### src/rtl/muldiv_iterativo_if.sv
// muldiv_iterativo_if: bundles the Execute-stage signals of the iterative
// multiply/divide unit.
//   master : pipeline side, drives the op request and operands, receives results
//   slave  : the muldiv unit
// Request : StartE, ALUControlE, FlushE, SrcAE, SrcBE, SrcCE, SrcDE
// Response: ResultLoE, ResultHiE, DoneE, BusyE, StallMDE
interface muldiv_iterativo_if #(
  parameter int unsigned WIDTH            = 32,
  parameter int unsigned ALUCONTROL_WIDTH = 5
);
  logic                        StartE;
  logic [ALUCONTROL_WIDTH-1:0] ALUControlE;
  logic                        FlushE;
  logic [WIDTH-1:0]            SrcAE;
  logic [WIDTH-1:0]            SrcBE;
  logic [WIDTH-1:0]            SrcCE;
  logic [WIDTH-1:0]            SrcDE;
  logic [WIDTH-1:0]            ResultLoE;
  logic [WIDTH-1:0]            ResultHiE;
  logic                        DoneE;
  logic                        BusyE;
  logic                        StallMDE;

  modport master (
    output StartE, ALUControlE, FlushE, SrcAE, SrcBE, SrcCE, SrcDE,
    input  ResultLoE, ResultHiE, DoneE, BusyE, StallMDE
  );

  modport slave (
    input  StartE, ALUControlE, FlushE, SrcAE, SrcBE, SrcCE, SrcDE,
    output ResultLoE, ResultHiE, DoneE, BusyE, StallMDE
  );
endinterface

### src/rtl/muldiv_iterativo.sv
// muldiv_iterativo: radix-2 iterative multiply / multiply-accumulate /
// long-multiply / divide unit for the Execute stage. Holds the pipeline via
// StallMDE until the result is ready; DoneE pulses for one cycle with results.
// Ports:
//   clk   : clock, rising edge
//   reset : asynchronous active-low reset
//   bus   : muldiv_iterativo_if.slave (request, operands, results, status)
// Optional feature macro: MULDIV_EARLY_OUT_EN
//   defined   -> multiplies leave CALC once the remaining multiplier bits are zero
//   undefined -> every non-zero-divisor op runs WIDTH CALC cycles
module muldiv_iterativo #(
  parameter int unsigned WIDTH            = 32,
  parameter int unsigned ALUCONTROL_WIDTH = 5
) (
  input logic               clk,
  input logic               reset,
  muldiv_iterativo_if.slave bus
);

  localparam int unsigned CNT_W = $clog2(WIDTH + 1);
  localparam int unsigned ACC_W = 2 * WIDTH;

  localparam logic [ALUCONTROL_WIDTH-1:0] OP_MUL   = ALUCONTROL_WIDTH'(7);
  localparam logic [ALUCONTROL_WIDTH-1:0] OP_MLA   = ALUCONTROL_WIDTH'(8);
  localparam logic [ALUCONTROL_WIDTH-1:0] OP_MLS   = ALUCONTROL_WIDTH'(9);
  localparam logic [ALUCONTROL_WIDTH-1:0] OP_UMULL = ALUCONTROL_WIDTH'(10);
  localparam logic [ALUCONTROL_WIDTH-1:0] OP_UMLAL = ALUCONTROL_WIDTH'(11);
  localparam logic [ALUCONTROL_WIDTH-1:0] OP_SMULL = ALUCONTROL_WIDTH'(12);
  localparam logic [ALUCONTROL_WIDTH-1:0] OP_SMLAL = ALUCONTROL_WIDTH'(13);
  localparam logic [ALUCONTROL_WIDTH-1:0] OP_UDIV  = ALUCONTROL_WIDTH'(14);
  localparam logic [ALUCONTROL_WIDTH-1:0] OP_SDIV  = ALUCONTROL_WIDTH'(15);

  typedef enum logic [1:0] {
    S_IDLE = 2'd0,
    S_CALC = 2'd1,
    S_FIX  = 2'd2,
    S_DONE = 2'd3
  } state_t;

  function automatic logic op_is_valid(input logic [ALUCONTROL_WIDTH-1:0] op);
    case (op)
      OP_MUL, OP_MLA, OP_MLS, OP_UMULL, OP_UMLAL,
      OP_SMULL, OP_SMLAL, OP_UDIV, OP_SDIV: return 1'b1;
      default:                              return 1'b0;
    endcase
  endfunction

  function automatic logic op_is_div(input logic [ALUCONTROL_WIDTH-1:0] op);
    return (op == OP_UDIV) || (op == OP_SDIV);
  endfunction

  function automatic logic op_is_signed(input logic [ALUCONTROL_WIDTH-1:0] op);
    return (op == OP_SMULL) || (op == OP_SMLAL) || (op == OP_SDIV);
  endfunction

  state_t                      state_q;
  logic [CNT_W-1:0]            count_q;
  logic [ALUCONTROL_WIDTH-1:0] op_q;
  logic                        sign_a_q;
  logic                        sign_b_q;
  // Multiply: product accumulator. Divide: {remainder, dividend/quotient}.
  logic [ACC_W-1:0]            acc_q;
  // Multiply: multiplicand shifted left each step. Divide: divisor in low word.
  logic [ACC_W-1:0]            mcand_q;
  // Multiplier magnitude, consumed LSB first.
  logic [WIDTH-1:0]            mplier_q;
  logic [WIDTH-1:0]            src_c_q;
  logic [WIDTH-1:0]            src_d_q;
  logic [WIDTH-1:0]            res_lo_q;
  logic [WIDTH-1:0]            res_hi_q;
  logic                        done_q;
  logic                        busy_q;

  // Request decode and operand magnitudes for the accept cycle.
  logic             in_valid;
  logic             in_div;
  logic             in_signed;
  logic             in_sign_a;
  logic             in_sign_b;
  logic             in_b_zero;
  logic             in_mul_skip;
  logic             start_ok;
  logic [WIDTH-1:0] in_mag_a;
  logic [WIDTH-1:0] in_mag_b;

  always_comb begin
    in_valid  = op_is_valid(bus.ALUControlE);
    in_div    = op_is_div(bus.ALUControlE);
    in_signed = op_is_signed(bus.ALUControlE);
    in_sign_a = in_signed & bus.SrcAE[WIDTH-1];
    in_sign_b = in_signed & bus.SrcBE[WIDTH-1];
    in_mag_a  = in_sign_a ? WIDTH'(0) - bus.SrcAE : bus.SrcAE;
    in_mag_b  = in_sign_b ? WIDTH'(0) - bus.SrcBE : bus.SrcBE;
    in_b_zero = (in_mag_b == '0);
`ifdef MULDIV_EARLY_OUT_EN
    in_mul_skip = in_b_zero;
`else
    in_mul_skip = 1'b0;
`endif
    start_ok  = bus.StartE & in_valid & ~bus.FlushE;
  end

  // One radix-2 iteration of each algorithm.
  logic             cur_div;
  logic [ACC_W-1:0] mul_acc_d;
  logic [ACC_W-1:0] div_acc_d;
  logic [WIDTH:0]   div_trial;
  logic [WIDTH-1:0] div_diff;
  logic             div_ge;
  logic             calc_last;
  logic             mul_early;

  always_comb begin
    cur_div   = op_is_div(op_q);
    mul_acc_d = acc_q + (mplier_q[0] ? mcand_q : ACC_W'(0));
    // Remainder shifted left with the next dividend bit brought in.
    div_trial = acc_q[ACC_W-1:WIDTH-1];
    div_ge    = div_trial >= {1'b0, mcand_q[WIDTH-1:0]};
    div_diff  = WIDTH'(div_trial - {1'b0, mcand_q[WIDTH-1:0]});
    div_acc_d = {(div_ge ? div_diff : div_trial[WIDTH-1:0]), acc_q[WIDTH-2:0], div_ge};
`ifdef MULDIV_EARLY_OUT_EN
    mul_early = ~cur_div & (mplier_q[WIDTH-1:1] == '0);
`else
    mul_early = 1'b0;
`endif
    calc_last = (count_q == CNT_W'(WIDTH - 1)) | mul_early;
  end

  // Sign fix-up and accumulation applied in FIX.
  logic [ACC_W-1:0] prod;
  logic [WIDTH-1:0] quot;
  logic [WIDTH-1:0] rem;
  logic [WIDTH-1:0] fix_lo;
  logic [WIDTH-1:0] fix_hi;

  always_comb begin
    prod   = (sign_a_q ^ sign_b_q) ? ACC_W'(0) - acc_q : acc_q;
    quot   = (sign_a_q ^ sign_b_q) ? WIDTH'(0) - acc_q[WIDTH-1:0] : acc_q[WIDTH-1:0];
    rem    = sign_a_q ? WIDTH'(0) - acc_q[ACC_W-1:WIDTH] : acc_q[ACC_W-1:WIDTH];
    fix_lo = prod[WIDTH-1:0];
    fix_hi = prod[ACC_W-1:WIDTH];
    case (op_q)
      OP_MLA:             fix_lo = prod[WIDTH-1:0] + src_c_q;
      OP_MLS:             fix_lo = src_c_q - prod[WIDTH-1:0];
      OP_UMLAL, OP_SMLAL: {fix_hi, fix_lo} = prod + {src_d_q, src_c_q};
      OP_UDIV, OP_SDIV: begin
        fix_lo = quot;
        fix_hi = rem;
      end
      default: ;
    endcase
  end

  // Control FSM and datapath registers.
  always_ff @(posedge clk or negedge reset) begin
    if (!reset) begin
      state_q  <= S_IDLE;
      count_q  <= '0;
      op_q     <= '0;
      sign_a_q <= 1'b0;
      sign_b_q <= 1'b0;
      acc_q    <= '0;
      mcand_q  <= '0;
      mplier_q <= '0;
      src_c_q  <= '0;
      src_d_q  <= '0;
      res_lo_q <= '0;
      res_hi_q <= '0;
      done_q   <= 1'b0;
      busy_q   <= 1'b0;
    end else begin
      done_q <= 1'b0;
      case (state_q)
        S_IDLE: begin
          if (start_ok) begin
            op_q     <= bus.ALUControlE;
            sign_a_q <= in_sign_a;
            sign_b_q <= in_sign_b;
            src_c_q  <= bus.SrcCE;
            src_d_q  <= bus.SrcDE;
            mplier_q <= in_mag_b;
            count_q  <= '0;
            busy_q   <= 1'b1;
            if (in_div) begin
              mcand_q <= {WIDTH'(0), in_mag_b};
              // Zero divisor: quotient 0, remainder = dividend, straight to FIX.
              acc_q   <= in_b_zero ? {in_mag_a, WIDTH'(0)} : {WIDTH'(0), in_mag_a};
              state_q <= in_b_zero ? S_FIX : S_CALC;
            end else begin
              mcand_q <= {WIDTH'(0), in_mag_a};
              acc_q   <= '0;
              state_q <= in_mul_skip ? S_FIX : S_CALC;
            end
          end
        end
        S_CALC: begin
          if (bus.FlushE) begin
            state_q <= S_IDLE;
            busy_q  <= 1'b0;
          end else begin
            count_q <= count_q + CNT_W'(1);
            if (cur_div) begin
              acc_q <= div_acc_d;
            end else begin
              acc_q    <= mul_acc_d;
              mcand_q  <= mcand_q << 1;
              mplier_q <= mplier_q >> 1;
            end
            if (calc_last) begin
              state_q <= S_FIX;
            end
          end
        end
        S_FIX: begin
          if (bus.FlushE) begin
            state_q <= S_IDLE;
            busy_q  <= 1'b0;
          end else begin
            res_lo_q <= fix_lo;
            res_hi_q <= fix_hi;
            done_q   <= 1'b1;
            state_q  <= S_DONE;
          end
        end
        S_DONE: begin
          // StartE is deliberately ignored here; the next op is accepted in IDLE.
          state_q <= S_IDLE;
          busy_q  <= 1'b0;
        end
        default: begin
          state_q <= S_IDLE;
          busy_q  <= 1'b0;
        end
      endcase
    end
  end

  assign bus.ResultLoE = res_lo_q;
  assign bus.ResultHiE = res_hi_q;
  assign bus.DoneE     = done_q;
  assign bus.BusyE     = busy_q;
  // Combinational in IDLE so the requesting instruction never leaves E.
  assign bus.StallMDE  = ((state_q == S_IDLE) & bus.StartE & in_valid)
                       | (state_q == S_CALC) | (state_q == S_FIX);

endmodule

### src/flat_wrapper.sv
// flat-port wrapper written by rule: the top's interface ports become plain ports
module muldiv_iterativo_flat 
#(
  parameter int unsigned WIDTH            = 32,
  parameter int unsigned ALUCONTROL_WIDTH = 5
)
  (clk, reset, bus_StartE, bus_ALUControlE, bus_FlushE, bus_SrcAE, bus_SrcBE, bus_SrcCE, bus_SrcDE, bus_ResultLoE, bus_ResultHiE, bus_DoneE, bus_BusyE, bus_StallMDE);
  muldiv_iterativo_if #(.WIDTH(WIDTH), .ALUCONTROL_WIDTH(ALUCONTROL_WIDTH)) bus_i ();
  input logic clk;
  input logic reset;
  input wire logic [$bits(bus_i.StartE)-1:0] bus_StartE;
  input wire logic [$bits(bus_i.ALUControlE)-1:0] bus_ALUControlE;
  input wire logic [$bits(bus_i.FlushE)-1:0] bus_FlushE;
  input wire logic [$bits(bus_i.SrcAE)-1:0] bus_SrcAE;
  input wire logic [$bits(bus_i.SrcBE)-1:0] bus_SrcBE;
  input wire logic [$bits(bus_i.SrcCE)-1:0] bus_SrcCE;
  input wire logic [$bits(bus_i.SrcDE)-1:0] bus_SrcDE;
  output wire logic [$bits(bus_i.ResultLoE)-1:0] bus_ResultLoE;
  output wire logic [$bits(bus_i.ResultHiE)-1:0] bus_ResultHiE;
  output wire logic [$bits(bus_i.DoneE)-1:0] bus_DoneE;
  output wire logic [$bits(bus_i.BusyE)-1:0] bus_BusyE;
  output wire logic [$bits(bus_i.StallMDE)-1:0] bus_StallMDE;
  assign bus_i.StartE = bus_StartE;
  assign bus_i.ALUControlE = bus_ALUControlE;
  assign bus_i.FlushE = bus_FlushE;
  assign bus_i.SrcAE = bus_SrcAE;
  assign bus_i.SrcBE = bus_SrcBE;
  assign bus_i.SrcCE = bus_SrcCE;
  assign bus_i.SrcDE = bus_SrcDE;
  assign bus_ResultLoE = bus_i.ResultLoE;
  assign bus_ResultHiE = bus_i.ResultHiE;
  assign bus_DoneE = bus_i.DoneE;
  assign bus_BusyE = bus_i.BusyE;
  assign bus_StallMDE = bus_i.StallMDE;
  muldiv_iterativo #(.WIDTH(WIDTH), .ALUCONTROL_WIDTH(ALUCONTROL_WIDTH)) u_core (.clk(clk), .reset(reset), .bus(bus_i));
endmodule
### config.mk
export PLATFORM = sky130hd
export DESIGN_NAME = muldiv_iterativo_flat
export DESIGN_NICKNAME = d
export VERILOG_FILES = /design/src/rtl/muldiv_iterativo_if.sv /design/src/rtl/muldiv_iterativo.sv /design/src/flat_wrapper.sv
export SDC_FILE = /design/constraint.sdc
export NUM_CORES = 1
export LEC_CHECK = 0
export BUFFER_PORTS_ARGS = -buffer_cell sky130_fd_sc_hd__buf_2
export CORE_MARGIN = 3
export CORE_UTILIZATION = 40
export CTS_CLUSTER_DIAMETER = 100
export DETAILED_ROUTE_END_ITERATION = 8
export RECOVER_POWER = 25
export SLEW_MARGIN = 20
export SYNTH_ARGS = -nofsm -noshare
export SYNTH_HDL_FRONTEND = slang
export SYNTH_SLANG_ARGS = --single-unit
### constraint.sdc
create_clock -name clk -period 12.3 [get_ports clk]
set_clock_uncertainty 0.2 [all_clocks]
set_input_delay 2.46 -clock clk [delete_from_list [all_inputs] [get_ports clk]]
set_output_delay 2.46 -clock clk [all_outputs]
set_load 0.01 [all_outputs]
[Yosys cells after proc, flatten, opt, wreduce, memory -nomap -nowiden]
Memories as Yosys holds them, arrays and structs flattened.
Cells that the tools add are included.
Cells by class
  $add $sub $neg: 11
  multiply operators: 0
  div/mod/pow operators: 0
  $lt $le $gt $ge: 1
  eq/ne operators: 19
  shift operators: 0
  muxes and demuxes: 40
  bitwise logic cells: 10
  reduce and logical (&&, ||, !) cells: 16
Operators with widths (number)
  $mux 64: 10
  $mux 32: 9
  $pmux 64 s2: 2
  $add 64x64->64: 2
  $pmux 32 s2: 2
  $pmux 32 s4: 1
  $sub 1x32->32 const A: 4
  $sub 1x64->64 const A: 1
  $sub 32x32->32: 2
  $eq 5x4->1 const B: 10
  $ge 33x32->1: 1
  $add 32x32->32: 1
  $logic_not 32->1: 1
  $mux 2: 6
  $mux 6: 2
  $pmux 6 s2: 1
  $pmux 2 s4: 1
  $reduce_and 2->1: 4
  $add 6x1->6 const B: 1
  $and 1x1->1: 6
  $eq 6x5->1 const B: 1
  $reduce_or 2->1: 3
  $mux 1: 5
  $eq 2x2->1 const B: 2
  other kinds (13): 19
Word-level totals
  register bits after elaboration: 305
  latch bits: 0
  memory bits (writable): 0
  bits in read-only memories: 16
  bits of input ports: 137
  output and inout bits: 67
  logic and storage cells: 112
  memories kept: 1
Memory list
  (name not given): depth 16, width 1, read ports 1, clocked after Yosys merged registers in 0, write ports 0, line muldiv_iterativo.sv:41  | case (op)

[Longest topological paths before layout]
Gate-level depths: netlist of run 1.
  depth in word-level cells: 10
  mapped depth: 25
  gate-level depth less buffers: 24

[Least setup slack after synthesis of run 1]
Ideal clock, no wire load.
  kind: input-to-output
  start point: input port bus_ALUControlE[0]
  end point: output port bus_StallMDE
  data arrival time: 3.331 ns
  data required time: 9.640 ns
  setup slack: 6.309 ns
  stages: 3
  buffers on the path: 0
  cells stage by stage: a31oi_1 or4b_2 nand2_1
On the way
  word-level cells in the longest chain between the ends: 5
Ends and longest elaborated chain
  from (decl): line flat_wrapper.sv:12  | input wire logic [$bits(bus_i.ALUControlE)-1:0] bus_ALUControlE;
  $mem_v2 16x1
  $mux 1: line muldiv_iterativo.sv:41
  $and 1x1->1: line muldiv_iterativo.sv:243  | assign bus.StallMDE = ((state_q == S_IDLE) & bus.StartE & in_valid)
  $or 1x1->1 (2 in a row): line muldiv_iterativo.sv:244  | | (state_q == S_CALC) | (state_q == S_FIX);
  to (decl): line flat_wrapper.sv:22  | output wire logic [$bits(bus_i.StallMDE)-1:0] bus_StallMDE;
No other way between the ends.

==> results of run 1 <==
-- cells in the mapped netlist (all sizes together), types with 81 or more instances --
library cell and count:
nor2 372, clkbuf 214, a211oi 81, nand2 576
and2 98, xor2 134, o21ai 335, ha 198
xnor2 198, dfrtp 305, a21oi 361, inv 130
-- metrics by stage --
step | cell area, um^2 | power (mW) | instances | hold slack [ns]
2_1_floorplan | 29820 | 5.776 | 3998 | 0.2496
3_3_place_gp | 31510 | 7.285 | 4961 | 0.2594
3_5_place_dp | 31510 | 7.301 | 4961 | 0.2681
4_1_cts | 32870 | 8.571 | 5034 | 0.2805
5_1_grt | 32870 | 9.342 | 5034 | 0.2955
6_report | 32870 | 8.646 | 5036 | 0.2720
-- layout make-up --
| cell class | count | area, um^2 | share of cell area |
|---|---|---|---|
| clock buffers | 56 | 1162 | 0.03536 |
| repair buffers | 238 | 1286 | 0.03913 |
| flip-flops and latches | 305 | 7632 | 0.2322 |
| multi-input cells | 3329 | 20910 | 0.6360 |
| diodes | 2 | 5.005 | 0.0001523 |
| well taps | 959 | 1200 | 0.03650 |
| inverters | 130 | 488.0 | 0.01485 |
| clock inverters | 17 | 191.4 | 0.005824 |
-- flip-flops by register name (all words and copies together) (netlist names) --
register and count:
u_core.acc_q 64, u_core.mcand_q 64, u_core.bus.ResultHiE 32, u_core.bus.ResultLoE 32
u_core.mplier_q 32, u_core.src_c_q 32, u_core.src_d_q 32, u_core.count_q 6
u_core.op_q 5, u_core.state_q 2, u_core.bus.BusyE 1, u_core.bus.DoneE 1
u_core.sign_a_q 1, u_core.sign_b_q 1
-- layout by cell type, fill, tap and decap left out, types with 20 or more instances in the layout --
master	synthesis	routed
nor2b_1	27	27
nor3_1	66	65
o211ai_1	30	30
o22ai_1	22	22
a21o_1	75	75
nand2_1	576	575
or4_1	21	21
nor2_1	372	367
nand3_1	68	68
nand4_1	56	56
clkbuf_16	0	41
and3_1	27	25
and2_1	98	98
a22o_1	36	36
a31oi_1	56	56
nand2b_1	48	47
o21ai_0	331	330
ha_1	198	197
inv_1	130	129
nor4_1	35	35
o31ai_1	41	41
or3_1	20	20
mux2i_1	33	33
a221oi_1	54	54
buf_2	7	202
o21bai_1	37	37
buf_4	1	33
a21oi_1	361	361
o21a_1	28	28
xnor2_1	198	195
xor2_1	134	133
a211oi_1	81	81
dfrtp_1	305	305
-- worst max-delay path: cells and delay by family --
family | cells | cell delay (ns)
buf+inv | 3 | 5.69
-- layer usage --
metal  global-route usage  wire [um]  up-vias  part of all wire
li1                     -          -    14480                 -
met1               0.3951      50910    14263              0.46
met2               0.4152      46610     1202              0.42
met3              0.04799       9116      164             0.083
met4              0.07865       3204        0             0.029
met5                    0          0        -                 0
-- where the power goes --
group          internal [mW]  total, mW  switching, mW  leakage (nW)
logic                   2.10       5.56           3.46          10.2
clock network          0.727       1.22          0.497         0.669
registers               1.37       1.86          0.489          3.85
total                   4.20       8.65           4.45          14.7
-- cells by family (layout without fill, tap and decap cells) --
logic type      after synthesis  in the layout  synth area share
fa+ha+maj                   202            202           0.08576
other cells                   0              2                 0
simple gates               1472           1472            0.2299
flops                       305            305            0.2559
xor+xnor                    332            332           0.09751
mux                          41             41           0.01410
buf+inv                     364            441           0.04649
compound gates             1282           1282            0.2703
-- worst paths after layout --
check	cells past startpoint	slack (ns)	endpoint	start
min	2	0.27	u_core.bus.ResultLoE[17]	u_core.bus.ResultLoE[17]
max in group clk	8	5.58	u_core.bus.ResultHiE[31]	bus_FlushE
min in group asynchronous	1	3.74	u_core.bus.ResultLoE[15]	reset
min reg2reg	2	0.27	u_core.bus.ResultLoE[17]	u_core.bus.ResultLoE[17]
max	3	4.41	u_core.mcand_q[25]	reset
max reg2reg	23	5.79	u_core.bus.ResultLoE[29]	u_core.sign_a_q
==> qor.txt, run 1 <==
Status: finished with violations
Failing checks: capacitance limit, slew limit
Mapped cell area: 29820 um^2
Worst-Margin Slew: 5.739 ns
Tot GR Track Use: 0.2728
CP required: 12.67 ns
DRC violations left: 0
# IOs: 204
H-tree depth: 2
Die Ht: 279.0 um
Max Freq: 0.1267 GHz
Pin count of the biggest net entering global routing: 146
Core Util, Final: 0.4475
Die width: 279.0 um
Rows: 99
Final ANT Viol Nets: 0
Fillers: 7522
Synth area leader: dfrtp_1
Wire per inst: 21.81 um
Startpoint types: primary input
Setup TNS: 0 ns
CTS tree: built
Nets: 4383
Slew Limit Fails: 144
Post-DP HPWL: 84000 um
Routed via count: 30109
Pre-antenna DRT Iters: 7
Post-synth EDFFs: 0
Yosys reg bits: 305
PD cells: 263.0 nW/um^2
Post-Route WL: 109800 um
CP peak stage delay: 3.84 ns
Wire length of the first global-routing pass: 167600 um
Peak fanout along the critical path: 95
PnR worst setup slack: 4.407 ns
Crit Path Class: in2async
Core area: 73450 um^2
Drt first-iter violations: 3035
Worst skew pair latency: 0.57 ns
Setup repair bufs after CTS: 0
Area delta synth->final: 10.22%
Die area: 77870 um^2
RD Place Congestion: 1.001
Gr ovfl total: 0
Vias in the first global route: 27878
Clock Pin Slew Worst Setup and Hold Paths: 0.06 ns
Netlist cell types: 83
CTS Buf Count: 40
Max-cap violation count: 2
Synth top area share: 0.2559
Primary FF master, synth: dfrtp_1
Crit path capture type: async pin
Most used cell, CP: buf_4
Min Tclk post-route: 7.893 ns
Worst path cell trace: clkbuf_1, buf_4, buf_4
Crit path DAT: 8.26 ns
Post-CTS Resized: 0
Vias per cell: 5.979
CTS root buf: clkbuf_16
Synth area leaders: dfrtp_1 26%, ha_1 8.3%, nand2_1 7.3%, a21oi_1 6.1%, xnor2_1 5.8%
Clk sinks: 305
Period utilization: 0.6417
Synth async-reset ratio: 1.000
Synth Warn #: 0
Mapped Cells: 3998
LEAKAGE: 14.69 nW
RSZ-0062 raised after global routing: false
# port buffers: 203
Final hold vios: 0
CP max stage cell: clkbuf_1
Initial antenna violation count: 3
Final setup vio count: 0
Hold_buf cts: 0
Worst-case vdd ir drop: 0.1463 mV
Seq/Total Area, Yosys: 0.2559
Worst hold path type: reg2reg
Post-Syn Nets: 4337
Initial Util: 0.4060
Layout cells sized above 1: 0.08957
CTS Buffer Depth: 3
Max-slew headroom: -2.826
Pre-CTS WS: 5.257 ns
Syn Area/Cell: 7.459 um^2
Note: power is estimated with default switching activity, not from simulation.
==> run 2, diff against run 1 <==
clock period = 7.8 ns   (was 12.3 ns; I/O delays follow)
==> run 2 against run 1 <==
The run still ends with capacitance limit, slew limit left. First-iteration DRC count down 10%. Global-route usage up 0.41 points. Clock power grew 59%. Worst setup slack got worse by 2.9 ns. Utilization about the same. Count of clock-buffer cells in the layout decreased by 3. Cell area is essentially flat. Sequential power up 58%. Via count rose by 0.22%. Register-to-register slack worse by 4.3 ns. Routed wire length up 0.85%. Critical path type is now reg2reg. Largest power group unchanged.
==> qor.txt, run 2 (same netlist as run 1, synthesis figures left out) <==
Status: finished with violations
Failing checks: capacitance limit, slew limit
Clk sinks: 305 (unchanged)
Largest registers: u_core.acc_q (64), u_core.mcand_q (64)
Setup TNS: 0 ns (unchanged)
LEAKAGE: 14.70 nW (about the same)
Vias in the first global route: 28188 (+1.1%)
CTS Buf Count: 41 (+2.5%)
Core area: 73450 um^2 (unchanged)
Final setup vio count: 0 (unchanged)
Rows: 99 (unchanged)
Crit path DAT: 6.53 ns (-1.73 ns)
# IOs: 204 (unchanged)
Final ANT Viol Nets: 0 (unchanged)
Wire length of the first global-routing pass: 170400 um (+1.6%)
CTS root buf: clkbuf_16
Post-CTS Resized: 0 (unchanged)
Min Tclk post-route: 6.274 ns
Worst-Margin Slew: 3.404 ns (-2.336 ns)
Die Ht: 279.0 um (unchanged)
Post-Route WL: 110800 um (+0.85%)
Worst skew pair latency: 0.59 ns (+0.02 ns)
Period utilization: 0.8043
# port buffers: 203 (unchanged)
Setup repair bufs after CTS: 0 (unchanged)
Peak fanout along the critical path: 11 (-88%)
H-tree depth: 2 (unchanged)
Die area: 77870 um^2 (unchanged)
Max Freq: 0.1594 GHz
Post-DP HPWL: 84290 um (+0.35%)
Max-cap violation count: 1 (-1)
Pin count of the biggest net entering global routing: 135 (-7.5%)
Slew Limit Fails: 135 (-6.3%)
CTS tree: built
Layout Cells excl Fill: 5035 (-0.020%)
WHS: 0.2751 ns (+0.003116 ns)
Routed via count: 30176 (+0.22%)
Startpoint types: flip-flop
Final instance area: 32870 um^2 (about the same)
Crit Path Class: reg2reg
Commonest non-fill, non-tap cells in the layout: 575 x nand2_1, 367 x nor2_1, 361 x a21oi_1
Pre-antenna DRT Iters: 6 (-1)
Commonest non-fill, non-tap cell in the layout: nand2_1
Initial antenna violation count: 4 (+1)
Die width: 279.0 um (unchanged)
DRC violations left: 0 (unchanged)
Final hold vios: 0 (unchanged)
Number of antenna diodes: 0 (-2)
Initial Util: 0.4060 (unchanged)
Placed Cells incl. Taps: 4964 (+0.060%)
Wire per inst: 22.00 um (+0.87%)
Placed cell areas: 31530 um^2 (about the same)
Worst-case vdd ir drop: 0.1728 mV (+18%)
Clock Pin Slew Worst Setup and Hold Paths: 0.06 ns (about the same)
Crit path capture type: flip-flop
Layout cells sized above 1: 0.09053 (+0.0009594)
PD cells: 416.4 nW/um^2 (+58%)
Gr ovfl total: 0 (unchanged)
CTS Buffer Depth: 3 (unchanged)
RD Place Congestion: 0.9946 (-0.66%)
CP required: 8.05 ns (-4.62 ns)
Max-slew headroom: -1.269 (+1.557)
Drt first-iter violations: 2721 (-10%)
Area delta synth->final: 10.24% (about the same)
Vias per cell: 5.993 (+0.24%)
Worst hold path type: reg2reg
Nets: 4387 (+0.091%)
Tot GR Track Use: 0.2769 (+0.004139)
Hold_buf cts: 0 (unchanged)
RSZ-0062 raised after global routing: false
run 2: changes by cell type in the layout (fill, tap and decap cells not counted), moves of 2 or more:
| cell | change |
|---|---|
| clkbuf_1 | -5 |
| clkinv_4 | -2 |
| clkinv_2 | +2 |
| xnor2_1 | +2 |
| xnor2_2 | -2 |
| buf_4 | +4 |
| diode_2 | -2 |
| clkinv_8 | +2 |
run 2: through the flow:
step / utilization / total power [mW] / setup slack, ns
after global routing: 0.4475 / 14.78 / 1.015
after CTS: 0.4477 / 13.58 / 1.621
after floorplan: - / 9.108 / 2.438
after global placement: 0.4293 / 11.56 / 1.786
final: 0.4475 / 13.69 / 1.526
after detailed placement: 0.4293 / 11.57 / 1.630
run 2: final cells by class:
class                   instances  area, um^2
clock inverters                18       203.9
flip-flops and latches        305        7632
inverters                     130       488.0
repair buffers                241        1309
clock buffers                  53        1151
fillers                      7553       40580
multi-input cells            3329       20890
well taps                     959        1200
run 2: where the power goes:
group / switching [mW] / internal (mW) / total (mW)
Clock: 0.795 / 1.14 / 1.94
Combinational: 5.49 / 3.32 / 8.81
Sequential: 0.783 / 2.16 / 2.94
run 2: path summary, 6_finish.rpt:
kind	from	end	slack, ns	cells after the start
min reg2reg	u_core.bus.ResultLoE[9]	u_core.bus.ResultLoE[9]	0.28	2
max	u_core.acc_q[0]	u_core.bus.ResultLoE[29]	1.53	24
max reg2reg	u_core.acc_q[0]	u_core.bus.ResultLoE[29]	1.53	24
min	u_core.bus.ResultLoE[9]	u_core.bus.ResultLoE[9]	0.28	2
max in group asynchronous	reset	u_core.mcand_q[60]	2.80	2
min in group asynchronous	reset	u_core.bus.ResultLoE[15]	0.78	1
run 2: layer usage:
metal / routed length [um] / global-route usage / up-vias
li1: - / - / 14488
met1: 51460 / 0.4046 / 14265
met2: 47420 / 0.4251 / 1234
met3: 8607 / 0.03972 / 189
met4: 3287 / 0.07771 / 0
met5: 0 / 0 / -
run 2: worst max-delay path, stage by stage, from the launching register on:
cell	delay (ns)
dfrtp_1	0.52
inv_1	0.17
ha_1	0.25
nor2b_1	0.38
a21oi_1	0.13
xor2_1	0.22
or4_1	0.58
nand2b_1	0.20
nor2_1	0.16
nand4b_1	0.22
nor3_1	0.35
nor2_1	0.09
xnor2_1	0.15
ha_1	0.41
nand4_1	0.13
nor2_1	0.18
and3_1	0.20
o211ai_1	0.11
a31oi_1	0.36
o2111ai_1	0.20
and2_1	0.23
o31ai_1	0.24
xor2_1	0.10
a222oi_1	0.24
o21ai_0	0.11
